`src/rtl/stump_result_commit.sv`:
```
// Stump write-back/commit stage: result FIFO, CC register, branch evaluation and RF write port.
// Optional macro STUMP_CC_FORWARD_EN forwards accepted ALU flags to br_taken/c_flag in the same cycle.
module stump_result_commit #(
    parameter int DEPTH = 2,
    parameter int WIDTH = 16
) (
    input  logic                     clk,
    input  logic                     rst,
    input  logic                     alu_valid,
    output logic                     alu_ready,
    input  logic [WIDTH-1:0]         alu_result,
    input  logic [3:0]               alu_flags,
    input  logic [2:0]               alu_dest,
    input  logic                     alu_set_cc,
    input  logic                     ld_valid,
    input  logic [WIDTH-1:0]         ld_data,
    input  logic [2:0]               ld_dest,
    output logic                     rf_we,
    output logic [2:0]               rf_waddr,
    output logic [WIDTH-1:0]         rf_wdata,
    output logic [3:0]               cc,
    output logic                     c_flag,
    input  logic [3:0]               br_cond,
    output logic                     br_taken,
    output logic [7:0]               pend_mask,
    output logic [$clog2(DEPTH):0]   count
);

    localparam int PW = $clog2(DEPTH);
    localparam int CW = PW + 1;

    logic [2:0]       r_addr [DEPTH];
    logic [WIDTH-1:0] r_data [DEPTH];
    logic [DEPTH-1:0] r_vld;
    logic [PW-1:0]    r_wrPtr;
    logic [PW-1:0]    r_rdPtr;
    logic [CW-1:0]    r_count;
    logic [3:0]       r_cc;
    logic             r_rfWe;
    logic [2:0]       r_rfWaddr;
    logic [WIDTH-1:0] r_rfWdata;

    logic             w_accept;
    logic             w_push;
    logic             w_ldWin;
    logic             w_pop;
    logic [3:0]       w_flags;
    logic [7:0]       w_pend;
    logic             w_taken;

    // Ready deliberately ignores a same-cycle pop: a full FIFO never passes through.
    assign alu_ready = (r_count < CW'(DEPTH)) && !rst;
    assign w_accept  = alu_valid && alu_ready;
    assign w_push    = w_accept && (alu_dest != 3'd0);
    assign w_ldWin   = ld_valid && (ld_dest != 3'd0);
    assign w_pop     = !w_ldWin && (r_count != '0);

`ifdef STUMP_CC_FORWARD_EN
    assign w_flags = (w_accept && alu_set_cc) ? alu_flags : r_cc;
`else
    assign w_flags = r_cc;
`endif

    always_ff @(posedge clk) begin
        if (rst) begin
            r_vld     <= '0;
            r_wrPtr   <= '0;
            r_rdPtr   <= '0;
            r_count   <= '0;
            r_cc      <= 4'd0;
            r_rfWe    <= 1'b0;
            r_rfWaddr <= 3'd0;
            r_rfWdata <= '0;
        end else begin
            if (w_accept && alu_set_cc) begin
                r_cc <= alu_flags;
            end
            if (w_push) begin
                r_addr[r_wrPtr] <= alu_dest;
                r_data[r_wrPtr] <= alu_result;
                r_vld[r_wrPtr]  <= 1'b1;
                r_wrPtr         <= r_wrPtr + PW'(1);
            end
            if (w_pop) begin
                r_vld[r_rdPtr] <= 1'b0;
                r_rdPtr        <= r_rdPtr + PW'(1);
            end
            case ({w_push, w_pop})
                2'b10:   r_count <= r_count + CW'(1);
                2'b01:   r_count <= r_count - CW'(1);
                default: r_count <= r_count;
            endcase
            // Load returns own the write port; the queue only drains when no load claims it.
            if (w_ldWin) begin
                r_rfWe    <= 1'b1;
                r_rfWaddr <= ld_dest;
                r_rfWdata <= ld_data;
            end else if (w_pop) begin
                r_rfWe    <= 1'b1;
                r_rfWaddr <= r_addr[r_rdPtr];
                r_rfWdata <= r_data[r_rdPtr];
            end else begin
                r_rfWe    <= 1'b0;
            end
        end
    end

    always_comb begin
        w_pend = 8'd0;
        for (int i = 0; i < DEPTH; i++) begin
            if (r_vld[i]) begin
                w_pend = w_pend | (8'b1 << r_addr[i]);
            end
        end
    end

    // Flags are {N,Z,V,C}.
    always_comb begin
        w_taken = 1'b0;
        case (br_cond)
            4'd0:  w_taken = 1'b1;
            4'd1:  w_taken = 1'b0;
            4'd2:  w_taken = !w_flags[0] && !w_flags[2];
            4'd3:  w_taken = w_flags[0] || w_flags[2];
            4'd4:  w_taken = !w_flags[0];
            4'd5:  w_taken = w_flags[0];
            4'd6:  w_taken = !w_flags[2];
            4'd7:  w_taken = w_flags[2];
            4'd8:  w_taken = !w_flags[1];
            4'd9:  w_taken = w_flags[1];
            4'd10: w_taken = !w_flags[3];
            4'd11: w_taken = w_flags[3];
            4'd12: w_taken = (w_flags[3] == w_flags[1]);
            4'd13: w_taken = (w_flags[3] != w_flags[1]);
            4'd14: w_taken = !w_flags[2] && (w_flags[3] == w_flags[1]);
            4'd15: w_taken = w_flags[2] || (w_flags[3] != w_flags[1]);
            default: w_taken = 1'b0;
        endcase
    end

    assign br_taken  = w_taken;
    assign c_flag    = w_flags[0];
    assign cc        = r_cc;
    assign pend_mask = w_pend;
    assign count     = r_count;
    assign rf_we     = r_rfWe;
    assign rf_waddr  = r_rfWaddr;
    assign rf_wdata  = r_rfWdata;

endmodule

```
`config.mk`:
```
export PLATFORM = sky130hd
export DESIGN_NAME = stump_result_commit
export DESIGN_NICKNAME = d
export VERILOG_FILES = /design/src/rtl/stump_result_commit.sv
export SDC_FILE = /design/constraint.sdc
export NUM_CORES = 1
export LEC_CHECK = 0
export CAP_MARGIN = 20
export CORE_MARGIN = 5
export CORE_UTILIZATION = 35
export DETAILED_ROUTE_END_ITERATION = 7
export PLACE_DENSITY = 0.68
export SYNTH_ARGS = -nofsm -noshare
export SYNTH_HDL_FRONTEND = slang
export SYNTH_SLANG_ARGS = --single-unit
export TNS_END_PERCENT = 30
```
`constraint.sdc`:
```
create_clock -name clk -period 6.2 [get_ports clk]
set_input_delay 1.24 -clock clk [delete_from_list [all_inputs] [get_ports clk]]
set_output_delay 1.24 -clock clk [all_outputs]
set_load 0.02 [all_outputs]
```
==> results.md <==
Timing:
- The number of failing hold endpoints at the final stage was 0.
- The share of the clock period used by the worst path is 73.4%.
- Setup violations remaining at the end of the flow were counted as 0.
- Hold timing on the final database bottoms out at a slack of 0.501 ns.
- The max-slew violation count came to 0.
- The headroom to the max-slew limit is 38.4%.
- Across all setup checks in the final design, the least slack found is 1.65 ns.
- The slew at the pin closest to its max-slew limit is 0.924 ns.
- For the final database, setup skew stands at 0.00906 ns.
- For this run, the top clock speed supported by timing is 220 MHz.
- The shortest clock period the worst path allows after layout is 4.55 ns.
- Setup repair after global routing left no endpoint under its margin.
- The total negative slack for setup checks is 0 ns.

Layout:
- The number of inserted diodes is 0.
- The fill cell total of the finished layout is 773.
- The footprint of the multi-input gates is 1250 um2.
- The fraction of layout instances using a drive strength above 1 is 13.3%.
- The layout net count is 400.
- Compared with the post-synthesis result, the final layout area differs by 37.5%.
- The finished layout cell area is 4300 um2.
- The sequential cell area is 1760 um2.

Setup path:
- The endpoint class of the critical path is a primary output.
- Setup slack on the worst reg-to-reg path comes out at 4.16 ns.
- The worst reg2reg path depth is 3.
- The cell with the largest stage delay on the worst path is sky130_fd_sc_hd__clkdlybuf4s50_1.
- The most numerous cell on the critical path is sky130_fd_sc_hd__clkdlybuf4s50_1.
- The signal on the critical path passes through clkdlybuf4s50_1, a21boi_1, a2111oi_1, a21oi_1, o22ai_1, clkdlybuf4s50_1.
- For the worst setup path, the data required time is 4.96 ns.
- The data arrival time of the worst path is 3.31 ns.
- Along the worst path, the maximum fanout reaches 9.
- The peak per-stage delay on the critical path is 0.66 ns.
- In this run the critical register-to-register path is captured at r_data[1][15].
- The classification of the worst setup path is in2out.
- The launching point of the worst reg2reg path is count[1].
- STA classifies the critical path startpoint as an input pin.

Placement:
- The area after detailed placement is 4060 um2.
- The HPWL after detailed placement is 4890 um.
- The number of buffer cells added on primary ports is 87.
- The final weighted congestion in routability-driven placement is 0.782.
- Prior to clock tree synthesis, the placed netlist has a worst setup slack of 1.69 ns.

Die:
- Row generation in the floorplan step produced 34 rows.
- The die boundary height is 105 um.
- The floorplan step set the die width to 105 um.
- The die covers 10,900 um2.
- The total area inside the core boundary comes to 8720 um2.
- The number of I/O pins is 88.
- The starting utilization of the core area is 35.9%.

GRT:
- The wire length of the first global-routing pass is 11,600 um.
- For this run the aggregate overflow at the end of global routing stands at 0.
- Global routing consumed, over all layers together, 13.1% of the routing resources.
- The number of antenna violations at the first check in global routing is 0.
- The largest net degree at the start of global routing is 39.
- The via count of the first global-routing pass came to 2,375.

Synth:
- The number of synthesized register bits is 69.
- Of the post-synthesis cell area, the dominant cell type holds 36.5%.
- The number of enable flip-flop cells after synthesis is 38.
- In the post-synthesis netlist, the biggest area contributors are sky130_fd_sc_hd__edfxtp_1 36%, sky130_fd_sc_hd__dfxtp_1 20%, sky130_fd_sc_hd__mux2i_1 8.0%, sky130_fd_sc_hd__o211ai_2 7.6%, sky130_fd_sc_hd__nand2_1 5.0%.
- The fraction of registers with async set or reset after synthesis is 0%.
- The dominant cell type by area after synthesis is sky130_fd_sc_hd__edfxtp_1.
- The synthesized netlist occupies a cell area of 3130 um2.
- The flip-flop cell with the highest count after synthesis is sky130_fd_sc_hd__edfxtp_1.
- Each instance of the synthesized netlist takes up on average 11.9 um2.
- For this run, the number of Yosys warnings is 0.
- The count of unique library cells instantiated by Yosys is 41.
- Sequential elements use 56.3% of the synthesized area.
- The net count after synthesis is 315.
- The cell count after synthesis came out at 263.

Clock tree:
- The number of buffers added for setup after CTS is 0.
- In this run the deepest clock path goes through 2 buffers.
- The insertion delay of the later-clocked pin in the worst-skew pair is 0.34 ns.
- The H-tree was split into 3 levels.
- The tree is rooted in a sky130_fd_sc_hd__clkbuf_8.
- Buffers inserted to repair hold after CTS numbered 0.
- The clock-pin slew reported for the worst setup and hold paths after clock tree synthesis is 0.07 ns.
- After clock tree synthesis, the repair step resized 0 gates.
- The clock sink count is 69.
- The clock buffer count from CTS is 9.
- The CTS tree is done.

Pwr:
- For this design the static power due to leakage is 1.48 nW.
- For this design the ratio of total power to cell area is 352 nW/um2.
- IR analysis of the VDD net gives a maximum drop of 160 uV.

Outcome:
- The run finished with clean final reports.

Routing:
- The total length of routed wires is 6960 um.
- The average vias per placed instance is 4.93.
- The detailed router's first-iteration violation count is 61.
- The per-cell routed wire length is 15.1 um.
- For this run, the detailed router's first-pass iteration total came to 4.
- The remaining design rule violation count is 0.
- The number of nets with antenna violations after routing is 0.
- The via count is 2,271.

Worst hold path:
- The startpoint identified for the worst hold timing path is r_rdPtr.
- Along the worst hold path, the cell count comes to 1.
- The tightest min-delay check is of the reg2reg type.
- For hold timing, the worst endpoint is r_vld[1].

Job:
- The count of max-cap constraint violations is 0.
-- kinds of logic after synthesis --
group,synth area share [%]
buffers and inverters,4.44
XOR/XNOR,1.96
multiplexers,7.99
adder cells (fa/ha/maj),0.400
AND/OR/NAND/NOR,11.9
AO/OA/AOI/OAI,17.0
flip-flops,56.3
-- worst max-delay path: cells and delay by family --
kind,cells,cell delay [ns]
compound gates,4,0.79
buf+inv,2,1.29
-- through the flow --
step | util (%) | cells | power (W)
3_3_place_gp | 46.6 | 445 | 0.00108
2_1_floorplan | - | 263 | 0.000952
4_1_cts | 49.4 | 461 | 0.00154
3_5_place_dp | 46.6 | 445 | 0.00109
5_1_grt | 49.4 | 461 | 0.00160
6_report | 49.4 | 461 | 0.00152
-- cell usage in the layout (no fill, tap or decap), types with 4 or more instances in the layout --
master,Yosys,final
sky130_fd_sc_hd__buf_4,4,5
sky130_fd_sc_hd__nand2_1,42,42
sky130_fd_sc_hd__o211ai_2,19,19
sky130_fd_sc_hd__xor2_1,4,4
sky130_fd_sc_hd__clkdlybuf4s50_1,0,87
sky130_fd_sc_hd__clkbuf_8,0,9
sky130_fd_sc_hd__edfxtp_1,38,38
sky130_fd_sc_hd__o22ai_1,6,6
sky130_fd_sc_hd__dfxtp_1,31,31
sky130_fd_sc_hd__nand2b_1,8,8
sky130_fd_sc_hd__mux2i_1,25,25
sky130_fd_sc_hd__nor2_1,13,13
sky130_fd_sc_hd__a21oi_1,23,23
-- per-layer routing --
layer  vias up  part of all wire [%]  GRT usage (%)
li1       1138                     -              -
met1      1058                    43           15.5
met2        62                    50           21.9
met3        13                   4.9           3.45
met4         0                   2.3           6.85
met5         -                     0              0
-- power by group --
group          total [W]  internal [W]  switching [W]  leakage, nW
Clock           0.000444      0.000269       0.000175        0.122
Combinational   0.000489      0.000223       0.000266        0.755
Sequential      0.000582      0.000542      0.0000396        0.603
-- final cells by class --
type,instances,share of cell area [%]
multi-input cells,174,29.0
clock buffers,9,2.88
clock inverters,7,2.79
inverters,2,0.174
flip-flops and latches,69,40.9
repair buffers,92,21.1
well taps,108,3.14
-- sequential cells by signal (all words and copies together) (netlist names), named ones only --
name	count
r_data	32
rf_wdata	16
r_addr	6
cc	4
rf_waddr	3
count	2
r_vld	2
r_rdPtr	1
r_wrPtr	1
rf_we	1
-- cells in the mapped netlist, types with 2 or more instances --
| cell | instances |
|---|---|
| sky130_fd_sc_hd__inv_1 | 2 |
| sky130_fd_sc_hd__o32ai_1 | 3 |
| sky130_fd_sc_hd__a211oi_1 | 3 |
| sky130_fd_sc_hd__buf_2 | 3 |
| sky130_fd_sc_hd__mux2i_1 | 25 |
| sky130_fd_sc_hd__xnor2_1 | 3 |
| sky130_fd_sc_hd__buf_6 | 6 |
| sky130_fd_sc_hd__xor2_1 | 4 |
| sky130_fd_sc_hd__nand2b_1 | 8 |
| sky130_fd_sc_hd__nand2_1 | 42 |
| sky130_fd_sc_hd__a21oi_1 | 23 |
| sky130_fd_sc_hd__clkbuf_1 | 4 |
| sky130_fd_sc_hd__dfxtp_1 | 31 |
| sky130_fd_sc_hd__buf_4 | 4 |
| sky130_fd_sc_hd__o211ai_2 | 19 |
| sky130_fd_sc_hd__o22ai_1 | 6 |
| sky130_fd_sc_hd__edfxtp_1 | 38 |
| sky130_fd_sc_hd__o211ai_1 | 2 |
| sky130_fd_sc_hd__nor3_1 | 2 |
| sky130_fd_sc_hd__nor2_1 | 13 |
| sky130_fd_sc_hd__or3_1 | 2 |
-- worst max path at each step --
stage,slack [ns],cells past startpoint,end,startpoint
finish,1.65,6,br_taken,br_cond[1]
global route,1.40,6,br_taken,br_cond[1]
CTS,1.68,6,br_taken,br_cond[0]
detailed placement,1.69,6,br_taken,br_cond[1]
global placement,1.79,6,br_taken,br_cond[0]
floorplan,2.72,5,br_taken,br_cond[0]
No activity file was read; power rests on OpenSTA's default activity.
